===== src/rtl/led_pattern_pkg.sv =====
// Shared mode encoding for the LED pattern controller.
package led_pattern_pkg;

    typedef logic [1:0] mode_t;

    localparam mode_t MODE_OFF   = 2'd0;
    localparam mode_t MODE_BLINK = 2'd1;
    localparam mode_t MODE_RUN   = 2'd2;
    localparam mode_t MODE_ALT   = 2'd3;

endpackage : led_pattern_pkg


===== src/rtl/led_pattern_ctrl_key_debounce.sv =====
// One key bit: 2-flop synchroniser followed by a stable-level debounce counter.
module key_debounce #(
    parameter int unsigned DEB_CYC = 1_000_000
) (
    input  logic sys_clk,
    input  logic sys_rst,
    input  logic key_in,
    output logic key_db
);

    localparam int unsigned DEB_W = $clog2(DEB_CYC);

    logic             key_meta;
    logic             key_sync;
    logic [DEB_W-1:0] deb_cnt;

    // Bring the asynchronous key pin into the sys_clk domain; idle level is high.
    always_ff @(posedge sys_clk or posedge sys_rst) begin
        if (sys_rst) begin
            key_meta <= 1'b1;
            key_sync <= 1'b1;
        end else begin
            key_meta <= key_in;
            key_sync <= key_meta;
        end
    end

    // Accept a new level only after it has differed for DEB_CYC consecutive cycles.
    always_ff @(posedge sys_clk or posedge sys_rst) begin
        if (sys_rst) begin
            key_db  <= 1'b1;
            deb_cnt <= '0;
        end else if (key_sync != key_db) begin
            if (deb_cnt == DEB_W'(DEB_CYC - 1)) begin
                key_db  <= key_sync;
                deb_cnt <= '0;
            end else begin
                deb_cnt <= deb_cnt + DEB_W'(1);
            end
        end else begin
            deb_cnt <= '0;
        end
    end

endmodule : key_debounce


===== src/rtl/led_pattern_ctrl.sv =====
// Multi-LED pattern controller: two debounced keys select off/blink/run/alternate.
module led_pattern_ctrl
    import led_pattern_pkg::*;
#(
    parameter int unsigned NUM_LED = 4,
    parameter int unsigned CNT_MAX = 25_000_000,
    parameter int unsigned DEB_CYC = 1_000_000
) (
    input  logic               sys_clk,
    input  logic               sys_rst,
    input  logic [1:0]         key,
    output logic [NUM_LED-1:0] led
);

    localparam int unsigned TICK_W = $clog2(CNT_MAX);
    localparam int unsigned POS_W  = (NUM_LED > 2) ? $clog2(NUM_LED) : 1;

    // Reject illegal parameter sets at elaboration.
    if (NUM_LED < 2 || CNT_MAX < 2 || DEB_CYC < 2) begin : g_param_err
        $error("led_pattern_ctrl: NUM_LED, CNT_MAX and DEB_CYC must all be >= 2");
    end

    logic [1:0]         key_db;
    mode_t              mode_next;
    mode_t              mode_q;
    logic               mode_chg;
    logic               tick;
    logic [TICK_W-1:0]  tick_cnt;
    logic               phase;
    logic [POS_W-1:0]   pos;
    logic [NUM_LED-1:0] led_d;

    // One synchroniser/debouncer per key bit.
    for (genvar i = 0; i < 2; i++) begin : g_key
        key_debounce #(
            .DEB_CYC (DEB_CYC)
        ) u_key_debounce (
            .sys_clk (sys_clk),
            .sys_rst (sys_rst),
            .key_in  (key[i]),
            .key_db  (key_db[i])
        );
    end

    // Keys are active-low, so the pressed pattern is the mode number.
    assign mode_next = mode_t'(~key_db);
    assign mode_chg  = (mode_next != mode_q);
    assign tick      = (tick_cnt == TICK_W'(CNT_MAX - 1));

    // Mode register follows the debounced keys every cycle.
    always_ff @(posedge sys_clk or posedge sys_rst) begin
        if (sys_rst) begin
            mode_q <= MODE_OFF;
        end else begin
            mode_q <= mode_next;
        end
    end

    // Blink timebase, phase and running-light position; a mode change restarts them all.
    always_ff @(posedge sys_clk or posedge sys_rst) begin
        if (sys_rst) begin
            tick_cnt <= '0;
            phase    <= 1'b0;
            pos      <= '0;
        end else if (mode_chg) begin
            tick_cnt <= '0;
            phase    <= 1'b0;
            pos      <= '0;
        end else if (tick) begin
            tick_cnt <= '0;
            phase    <= ~phase;
            if (mode_q == MODE_RUN) begin
                if (pos == POS_W'(NUM_LED - 1)) begin
                    pos <= '0;
                end else begin
                    pos <= pos + POS_W'(1);
                end
            end
        end else begin
            tick_cnt <= tick_cnt + TICK_W'(1);
        end
    end

    // Pattern decode from the registered mode, phase and position.
    always_comb begin
        led_d = '0;
        case (mode_q)
            MODE_BLINK: led_d = {NUM_LED{~phase}};
            MODE_RUN:   led_d = NUM_LED'(1) << pos;
            MODE_ALT: begin
                for (int i = 0; i < int'(NUM_LED); i++) begin
                    led_d[i] = (i % 2 == 0) ? ~phase : phase;
                end
            end
            default:    led_d = '0;
        endcase
    end

    // Registered LED drive; dark on reset.
    always_ff @(posedge sys_clk or posedge sys_rst) begin
        if (sys_rst) begin
            led <= '0;
        end else begin
            led <= led_d;
        end
    end

endmodule : led_pattern_ctrl


===== config.mk =====
export PLATFORM = sky130hd
export DESIGN_NAME = led_pattern_ctrl
export DESIGN_NICKNAME = d
export VERILOG_FILES = /design/src/rtl/led_pattern_pkg.sv /design/src/rtl/led_pattern_ctrl_key_debounce.sv /design/src/rtl/led_pattern_ctrl.sv
export SDC_FILE = /design/constraint.sdc
export NUM_CORES = 1
export LEC_CHECK = 0
export BUFFER_PORTS_ARGS = -buffer_cell sky130_fd_sc_hd__buf_4
export CORE_MARGIN = 2
export CORE_UTILIZATION = 54
export CTS_CLUSTER_SIZE = 10
export DETAILED_ROUTE_END_ITERATION = 7
export PLACE_DENSITY = 0.77
export SLEW_MARGIN = 20
export SYNTH_ARGS = -nofsm -noshare
export SYNTH_HDL_FRONTEND = slang
export SYNTH_SLANG_ARGS = --single-unit

===== constraint.sdc =====
create_clock -name sys_clk -period 5.5 [get_ports sys_clk]
set_input_delay 0.55 -clock sys_clk [delete_from_list [all_inputs] [get_ports sys_clk]]
set_output_delay 0.55 -clock sys_clk [all_outputs]
set_load 0.02 [all_outputs]

== Word-level counts from Yosys, hierarchy flattened ==
Cells that the tools add are included.
Storage, ports and cells
  flip-flop bits (word level): 80
  logic and storage cells: 48
  output and inout port bits: 4
  input bits: 4
Cells by class
  muxes and demuxes: 13
  shift operators: 1
  add/subtract/negate cells: 4
  bitwise operators: 2
  equal/unequal tests: 10
  reductions and logical operators: 5
Operators with widths (number)
  2-to-1 mux 20 bit: 4
  2-to-1 mux 25 bit: 2
  adder 20 x 1 -> 20 bit (second input constant): 2
  equality test 20 bit (second input constant): 2
  adder 25 x 1 -> 25 bit (second input constant): 1
  equality test 25 bit (second input constant): 1
  case mux 4 bit (3 select lines): 1
  2-to-1 mux 2 bit: 4
  equality test 2 bit (second input constant): 3
  AND reduction 2 bit: 3
  nonzero test 2 bit: 2
  << shifter 1 x 2 -> 4 bit (first input constant): 1
  adder 2 x 1 -> 2 bit (second input constant): 1
  equality test 2 x 1 -> 1 bit (second input constant): 1
  2-to-1 mux 1 bit: 2
  inequality test 1 bit: 2
  inequality test 2 bit: 1
  NOT 2 bit: 1
  NOT 1 bit: 1

== Logic depth before layout (Yosys ltp) ==
Gate-level depths: netlist (run 1).
  word-level depth: 5
  depth in mapped cells: 6
  depth with buffers taken out: 5

== Hierarchy ==
Synthesis (run 1) repeated with hierarchy kept, for this count alone.
Second synthesis, totals
  cell total of the unflattened synthesis: 395
  area total of the unflattened synthesis: 4011.3 µm²
By module, submodules not included
  key_debounce: cells each 107, area an instance 1122.3 µm², times used 2, sequential area each 579.3 µm²
  led_pattern_ctrl: cells each 181, area an instance 1766.7 µm², times used 1, sequential area each 850.8 µm²

== Worst setup path after synthesis (run 1) ==
Ideal clock, no wire load.
  path kind: register to register
  from: register tick_cnt[9]
  to: register phase
  data arrival time: 1882 ps
  clock period less this slack: 1959 ps
  setup slack: 3541 ps
  setup time: 77 ps
  data required time: 5423 ps
  stages on the path, launching flop included: 5
  cells stage by stage: dfrtp_1 -> or4_4 -> or4_4 -> or3_1 -> a21oi_1
On the way
  cells in the longest elaborated chain, start to end: 2
RTL lines
  start, declared: line led_pattern_ctrl.sv:28  | logic [TICK_W-1:0] tick_cnt;
  start signal, assigned: line led_pattern_ctrl.sv:80  | tick_cnt <= tick_cnt + TICK_W'(1);
  equality test 25 bit: line led_pattern_ctrl.sv:48  | assign tick = (tick_cnt == TICK_W'(CNT_MAX - 1));
  nonzero test 2 bit (no line)
  end signal, assigned: line led_pattern_ctrl.sv:71  | phase <= ~phase;
  end, declared: line led_pattern_ctrl.sv:29  | logic phase;
Every way passes these cells.
A chain may end at the register's enable or synchronous reset.

== Worst setup path in the final report (run 1) ==
  from: register tick_cnt[17]
  to: register tick_cnt[7]
On the way
  cells in the longest elaborated chain, start to end: 3
RTL lines
  equality test 25 bit: line led_pattern_ctrl.sv:48
  2-to-1 mux 25 bit: line led_pattern_ctrl.sv:69  | end else if (tick) begin
  2-to-1 mux 25 bit: line led_pattern_ctrl.sv:65  | end else if (mode_chg) begin
Every way passes these cells.

==> key figures, run 1 <==
Die
  – Initial Util: 55.1%
  – Core area: 0.00718 sq mm
  – Die Wd: 89.6 um
  – # rows: 31
  – Die Footprint: 0.00802 sq mm
  – I/O pins: 8
  – Die Y: 89.6 um

Synthesis
  – Post-synth top area share: 46.9%
  – Post-synth EDFFs: 0
  – Top cells by area, synth: dfrtp_1 47%, xor2_1 4.9%, nor2_1 4.1%
  – Gate Count Post-Synth: 406
  – Asr flop ratio synth: 100%
  – Syn nets: 417
  – Synthesized area: 0.00395 sq mm
  – Top post-synthesis cells by count: 74 x dfrtp_1, 43 x nor2_1, 29 x nand2_1
  – Post-synthesis cell type count: 36
  – Most used flip-flop cell after synthesis: dfrtp_1
  – Synth area leader: dfrtp_1
  – Post-synthesis sequential area ratio: 50.8%
  – Post-synthesis register bit count: 80
  – Yosys warns: 0
  – Post-Syn Area per Cell: 9.74 sq um
  – Most frequent cell after synthesis: dfrtp_1

Finish
  – Non-Filler Instances: 517
  – Diodes inserted: 0
  – Final cell area excluding filler cells: 0.00432 sq mm
  – Share of cells above drive strength 1: 9.33%
  – Area grow syn2layout: 9.18%
  – Utilization after layout: 60.1%
  – Final #Nets: 424

Drt
  – WL/cell: 14.1 um
  – Initial DRC count: 153
  – Via count: 2942
  – Final wirelength: 7.28 mm
  – First-pass iteration count of the detailed router: 4
  – Post-DR vias/cell: 5.69
  – DRC: 0
  – ANT nets after route: 0

Critical path
  – Reg-to-Reg Start: tick_cnt[17]
  – Crit path DAT: 2.59 ns
  – Origin of the worst setup path: tick_cnt[17]
  – Crit path max fanout: 25
  – Slowest cell on the critical path: a21o_1
  – Critical-path cell list: or4_4, nor4_1, a21o_1, nor2_1
  – Crit path capture type: register
  – Req. time, crit path: 5.69 ns
  – Max incr delay on CP: 0.71 ns
  – WP buf/inv: 0
  – CP Launch Type: register
  – Worst Path Class, Setup: reg2reg
  – Cell family with most CP delay: simple AND/OR/NAND/NOR gates

Timing
  – Fmax: 418 MHz
  – RSZ-0062 raised after global routing: false
  – Total negative slack: 0 ns
  – Final Hold Viols: 0
  – Post-route clock period utilization: 43.5%
  – Setup-failing EPs final: 0
  – Layout Skew: 0.00791 ns
  – Worst Max-Slew Pin Slew: 0.794 ns
  – Minimum clock period: 2.39 ns
  – Fin. max-slew vios: 0
  – Normalized max-slew margin: 47.1%

Flow run
  – # Max-Cap Violations: 0

Clocking
  – Num CTS Buffers: 9
  – Post-CTS Setup Bufs: 0
  – Root Driver: clkbuf_8
  – TritonCTS clock tree: done
  – Reg clk slew, reported paths: 0.08 ns
  – Clock Sinks: 80
  – CTS H-tree depth: 3
  – CTS Buffer Depth: 2
  – Worst-Skew Late Latency: 0.35 ns
  – # hold bufs at CTS: 0
  – Post-CTS sizing: 0

Power and ir drop
  – P per Cell Area: 253 mW/mm^2
  – Tot Pwr: 1.09 mW
  – Peak VDD IR: 0.000177 V
  – Static Leak: 1.73 nW

Place
  – Placed cells: 501
  – PortBufs: 7
  – Dpl cell area: 0.00410 sq mm
  – Post-DP HPWL: 4.91 mm
  – Final GP Congestion: 0.787

Min path
  – HP Class: in2reg
  – Hold Crit Start: key[0]

Global route
  – GR Util met3: 5.36%
  – Initial antenna violation count: 0
  – First-pass GRT wire length: 12.3 mm
  – Gr usage total: 19.7%
  – Met2 GRT Util: 32.6%
  – Met1 usage: 24.9%
  – Number of global-route vias before repair: 2770
  – Global route hottest layer: met2
  – Congestion Overflow GR: 0
  – Pin count of the biggest net entering global routing: 81

Run status
  – Status: finished clean
[registers in the layout, summed over array words and instances (netlist names)]
signal and flops:
led 4, g_key.u_key_debounce.key_meta 2, g_key.u_key_debounce.deb_cnt 40, g_key.u_key_debounce.key_sync 2, g_key.u_key_debounce.key_db 2, phase 1, mode_q 2, tick_cnt 25
pos 2
[through the flow]
step | setup WS, ns | hold slack [ns]
3_5_place_dp | 3.13 | 0.348
6_report | 3.11 | 0.309
2_1_floorplan | 2.91 | 0.345
3_3_place_gp | 3.18 | 0.346
4_1_cts | 3.11 | 0.291
5_1_grt | 2.98 | 0.285
[layout make-up]
class                           count  area [sq um]
Fill cell                         620          2860
Sequential cell                    80          2010
Clock buffer                       13           149
Inverter                           13          50.0
Tap cell                           99           124
Clock inverter                      3          65.1
Timing Repair Buffer               10          78.8
Multi-Input combinational cell    299          1840
[power by group]
part           switching [mW]  internal (mW)
Combinational          0.0205        0.00735
Clock                   0.198          0.268
Sequential            0.00437          0.594
Total                   0.223          0.870
[layer usage]
layer  share of wire (%)  up-vias  wire length, um
met3                 2.9        9              209
met1                  46     1427             3370
li1                    -     1473                -
met5                   0        -                0
met2                  50       33             3610
met4                 1.2        0               88
[layout by cell type, fill, tap and decap left out, types with 9 or more instances in the layout]
master    synthesis  final
or3_1            14     14
or4_1            11     11
nor2_1           43     43
buf_4             0      9
nand4_1          21     21
nand3_1          21     21
xnor2_1          16     16
o31ai_1          13     13
dfrtp_1          74     74
inv_1            13     12
xor2_1           22     22
a21oi_1          28     28
nand2_1          29     29
clkbuf_8          0     10
o21ai_0          19     18
[cells by family after synthesis]
family | after synthesis | share of synthesized area, %
buffers and inverters | 27 | 2.63
xor gates and xnor gates | 38 | 8.42
DFF | 80 | 50.8
AOI/OAI and AO/OA | 63 | 9.15
adders and majority gates | 7 | 2.22
muxes | 2 | 0.570
and+or+nand+nor | 189 | 26.2
[path summary, 6_finish.rpt]
check,endpoint,slack (ns),cells after the start
worst max register to register,tick_cnt[7],3.11,4
worst max-delay path,tick_cnt[7],3.11,4
max in group asynchronous,g_key[1].u_key_debounce.deb_cnt[0],4.62,3
worst min register to register,g_key[0].u_key_debounce.key_sync,0.36,0
worst min-delay path,g_key[0].u_key_debounce.key_meta,0.31,1
min in group asynchronous,led[3],0.38,3
Note: power is estimated with default switching activity, not from simulation.
==> run 2, diff against run 1 <==
--- a/config.mk
+++ b/config.mk
@@ -10,7 +10,7 @@
 export CORE_UTILIZATION = 54
 export CTS_CLUSTER_SIZE = 10
 export DETAILED_ROUTE_END_ITERATION = 7
-export PLACE_DENSITY = 0.77
+export PLACE_DENSITY = 0.8
 export SLEW_MARGIN = 20
 export SYNTH_ARGS = -nofsm -noshare
 export SYNTH_HDL_FRONTEND = slang
==> constraint.sdc (replaced) <==
create_clock -name sys_clk -period 1.95 [get_ports sys_clk]
set_input_delay 0.195 -clock sys_clk [delete_from_list [all_inputs] [get_ports sys_clk]]
set_output_delay 0.195 -clock sys_clk [all_outputs]
set_load 0.02 [all_outputs]
==> key figures, run 2 (synthesis results as in run 1) <==
Place
  – Post-DP HPWL: 5.36 mm (was 4.91 mm)
  – Placed cells: 526 (was 501)
  – Final GP Congestion: 0.823 (was 0.787)
  – PortBufs: 7 (unchanged)

Critical path
  – Req. time, crit path: 2.17 ns (was 5.69 ns)
  – Worst reg2reg path depth: 5 (was 4)
  – Reg-to-Reg Start: tick_cnt[17] (unchanged)
  – Crit path capture type: register (unchanged)
  – R2r setup slk: 0.02 ns (was 3.11 ns)
  – CP Launch Type: register (unchanged)
  – Crit path DAT: 2.15 ns (was 2.59 ns)
  – Crit path max fanout: 25 (unchanged)
  – Critical R2R Capture: tick_cnt[21] (was tick_cnt[7])
  – Origin of the worst setup path: tick_cnt[17] (unchanged)
  – Worst Path Class, Setup: reg2reg (unchanged)

Die
  – Die Wd: 89.6 um (unchanged)
  – # rows: 31 (unchanged)
  – Initial Util: 55.1% (unchanged)
  – Die Footprint: 0.00802 sq mm (unchanged)
  – Die Y: 89.6 um (unchanged)
  – I/O pins: 8 (unchanged)
  – Core area: 0.00718 sq mm (unchanged)

Global route
  – Pin count of the biggest net entering global routing: 37 (was 81)
  – Initial antenna violation count: 0 (unchanged)
  – Gr usage total: 21.5% (was 19.7%)
  – Number of global-route vias before repair: 3013 (was 2770)
  – First-pass GRT wire length: 13.5 mm (was 12.3 mm)
  – Congestion Overflow GR: 0 (unchanged)

Power and ir drop
  – Seq pwr share: 54.4% (was 54.8%)
  – Sw Pwr: 673 uW (was 223 uW)
  – Combinational share of power: 3.1% (was 2.6%)
  – P per Cell Area: 679 mW/mm^2 (was 253 mW/mm^2)
  – Peak VDD IR: 0.000364 V (was 0.000177 V)
  – Switching Fraction: 21.7% (was 20.4%)
  – Clock share of power: 42.5% (was 42.7%)
  – Static Leak: 1.87 nW (was 1.73 nW)
  – Internal: 2.43 mW (was 870 uW)

Finish
  – Share of cells above drive strength 1: 15.0% (was 9.33%)
  – Final #Nets: 453 (was 424)
  – Largest register FFs: 40 (unchanged)
  – Most common cell after layout, fill and taps aside: dfrtp_1 (unchanged)
  – Utilization after layout: 63.7% (was 60.1%)
  – Most frequent cells in the layout: 74 x dfrtp_1, 43 x nor2_1, 34 x buf_4 (was 74 x dfrtp_1, 43 x nor2_1, 29 x nand2_1)
  – Sequential cell area: 0.00201 sq mm (unchanged)
  – Register bank with the most flops: g_key.u_key_debounce.deb_cnt (unchanged)
  – Diodes inserted: 0 (unchanged)
  – Area grow syn2layout: 15.6% (was 9.18%)
  – Non-Filler Instances: 546 (was 517)
  – Multi-input gate area: 0.00185 sq mm (was 0.00184 sq mm)
  – Fill cells: 566 (was 620)
  – Regs by FF count: g_key.u_key_debounce.deb_cnt (40), tick_cnt (25), led (4) (unchanged)

Min path
  – Hold Crit Start: g_key[1].u_key_debounce.key_meta (was key[0])
  – Hold Crit Endpoint: g_key[1].u_key_debounce.key_sync (was g_key[0].u_key_debounce.key_meta)
  – Hold path cells: 0 (was 1)
  – HP Class: reg2reg (was in2reg)

Timing
  – Fin. max-slew vios: 0 (unchanged)
  – Fmax: 518 MHz (was 418 MHz)
  – Setup-failing EPs final: 0 (unchanged)
  – Post-route clock period utilization: 99.0% (was 43.5%)
  – Final Hold Viols: 0 (unchanged)
  – Layout Skew: 0.0117 ns (was 0.00791 ns)
  – RSZ-0062 raised after global routing: true (was false)
  – Hold Slack: 0.357 ns (was 0.309 ns)
  – Total negative slack: 0 ns (unchanged)
  – Normalized max-slew margin: 58.8% (was 47.1%)
  – Worst Max-Slew Pin Slew: 0.617 ns (was 0.794 ns)
  – Minimum clock period: 1.93 ns (was 2.39 ns)

Drt
  – Post-DR vias/cell: 5.74 (was 5.69)
  – First-pass iteration count of the detailed router: 4 (unchanged)
  – Initial DRC count: 156 (was 153)
  – Via count: 3133 (was 2942)
  – WL/cell: 14.1 um (about the same)
  – ANT nets after route: 0 (unchanged)
  – DRC: 0 (unchanged)
  – Final wirelength: 7.71 mm (was 7.28 mm)

Flow run
  – # Max-Cap Violations: 0 (unchanged)

Clocking
  – Worst-Skew Late Latency: 0.35 ns (about the same)
  – Root Driver: clkbuf_8 (unchanged)
  – TritonCTS clock tree: done (unchanged)
  – Clock Sinks: 80 (unchanged)
  – CTS H-tree depth: 3 (unchanged)
  – CTS Buffer Depth: 2 (unchanged)
  – Num CTS Buffers: 9 (unchanged)
  – Reg clk slew, reported paths: 0.08 ns (about the same)

Run status
  – Status: finished clean (unchanged)
==> run 2: cell types whose count changed in the layout (fill, tap and decap cells not counted), sizes merged <==
cell / before / now
clkinvlp: 0 / 2
buf: 10 / 36
clkbuf: 13 / 11
dlygate4sd3: 0 / 3
==> run 2: routing by layer <==
layer / up-vias / part of all wire, % / global-route usage (%)
met2: 53 / 50 / 35.2
met5: - / 0 / 0
met1: 1543 / 46 / 28.4
met4: 0 / 1.2 / 7.60
met3: 7 / 3.2 / 4.71
li1: 1530 / - / -
==> run 2: worst max-delay path by stage <==
stage                        end  slack (ns)  depth (start not counted)
floorplan           tick_cnt[10]        0.02                          5
global placement           phase        0.04                          4
detailed placement         phase        0.02                          4
CTS                        phase       0.006                          4
global route               phase       -0.05                          4
finish              tick_cnt[21]        0.02                          5
==> run 2: worst max-delay path, stage by stage, from the launching register on <==
cell and delay, ns:
dfrtp_1 0.40, or4_4 0.55, nor4_1 0.40, a21o_1 0.22, buf_12 0.17, a21oi_1 0.07
==> run 2: power groups by stage <==
stage	clock (mW)	combinational, mW	sequential (mW)
global route	1.42	0.112	1.69
CTS	1.34	0.0980	1.69
detailed placement	0	0.0928	1.72
finish	1.32	0.0955	1.69
global placement	0	0.0898	1.72
floorplan	0	0.0569	1.72
==> run 2: final cells by class <==
cell class	instances	share of cell area (%)
tap	99	2.71
clock inverter	5	1.78
multi-input combinational	299	40.4
timing repair buffer	39	7.12
inverter	13	1.15
sequential	80	44.0
clock buffer	11	2.87
==> run 2: metrics by stage <==
step | total power, mW | setup WS (ns) | area (sq um)
floorplan | 1.77 | 0.0241 | 3960
global placement | 1.81 | 0.0405 | 4310
detailed placement | 1.81 | 0.0169 | 4310
CTS | 3.13 | 0.00616 | 4560
global route | 3.22 | -0.0537 | 4570
finish | 3.10 | 0.0189 | 4570
==> run 2: timing repair <==
item,4_1_cts,5_1_grt
setup buffers,0,1
endpoints found under the hold margin,25,0
endpoints found under the setup margin,1,22
hold buffers,3,0
gates resized for setup,1,2
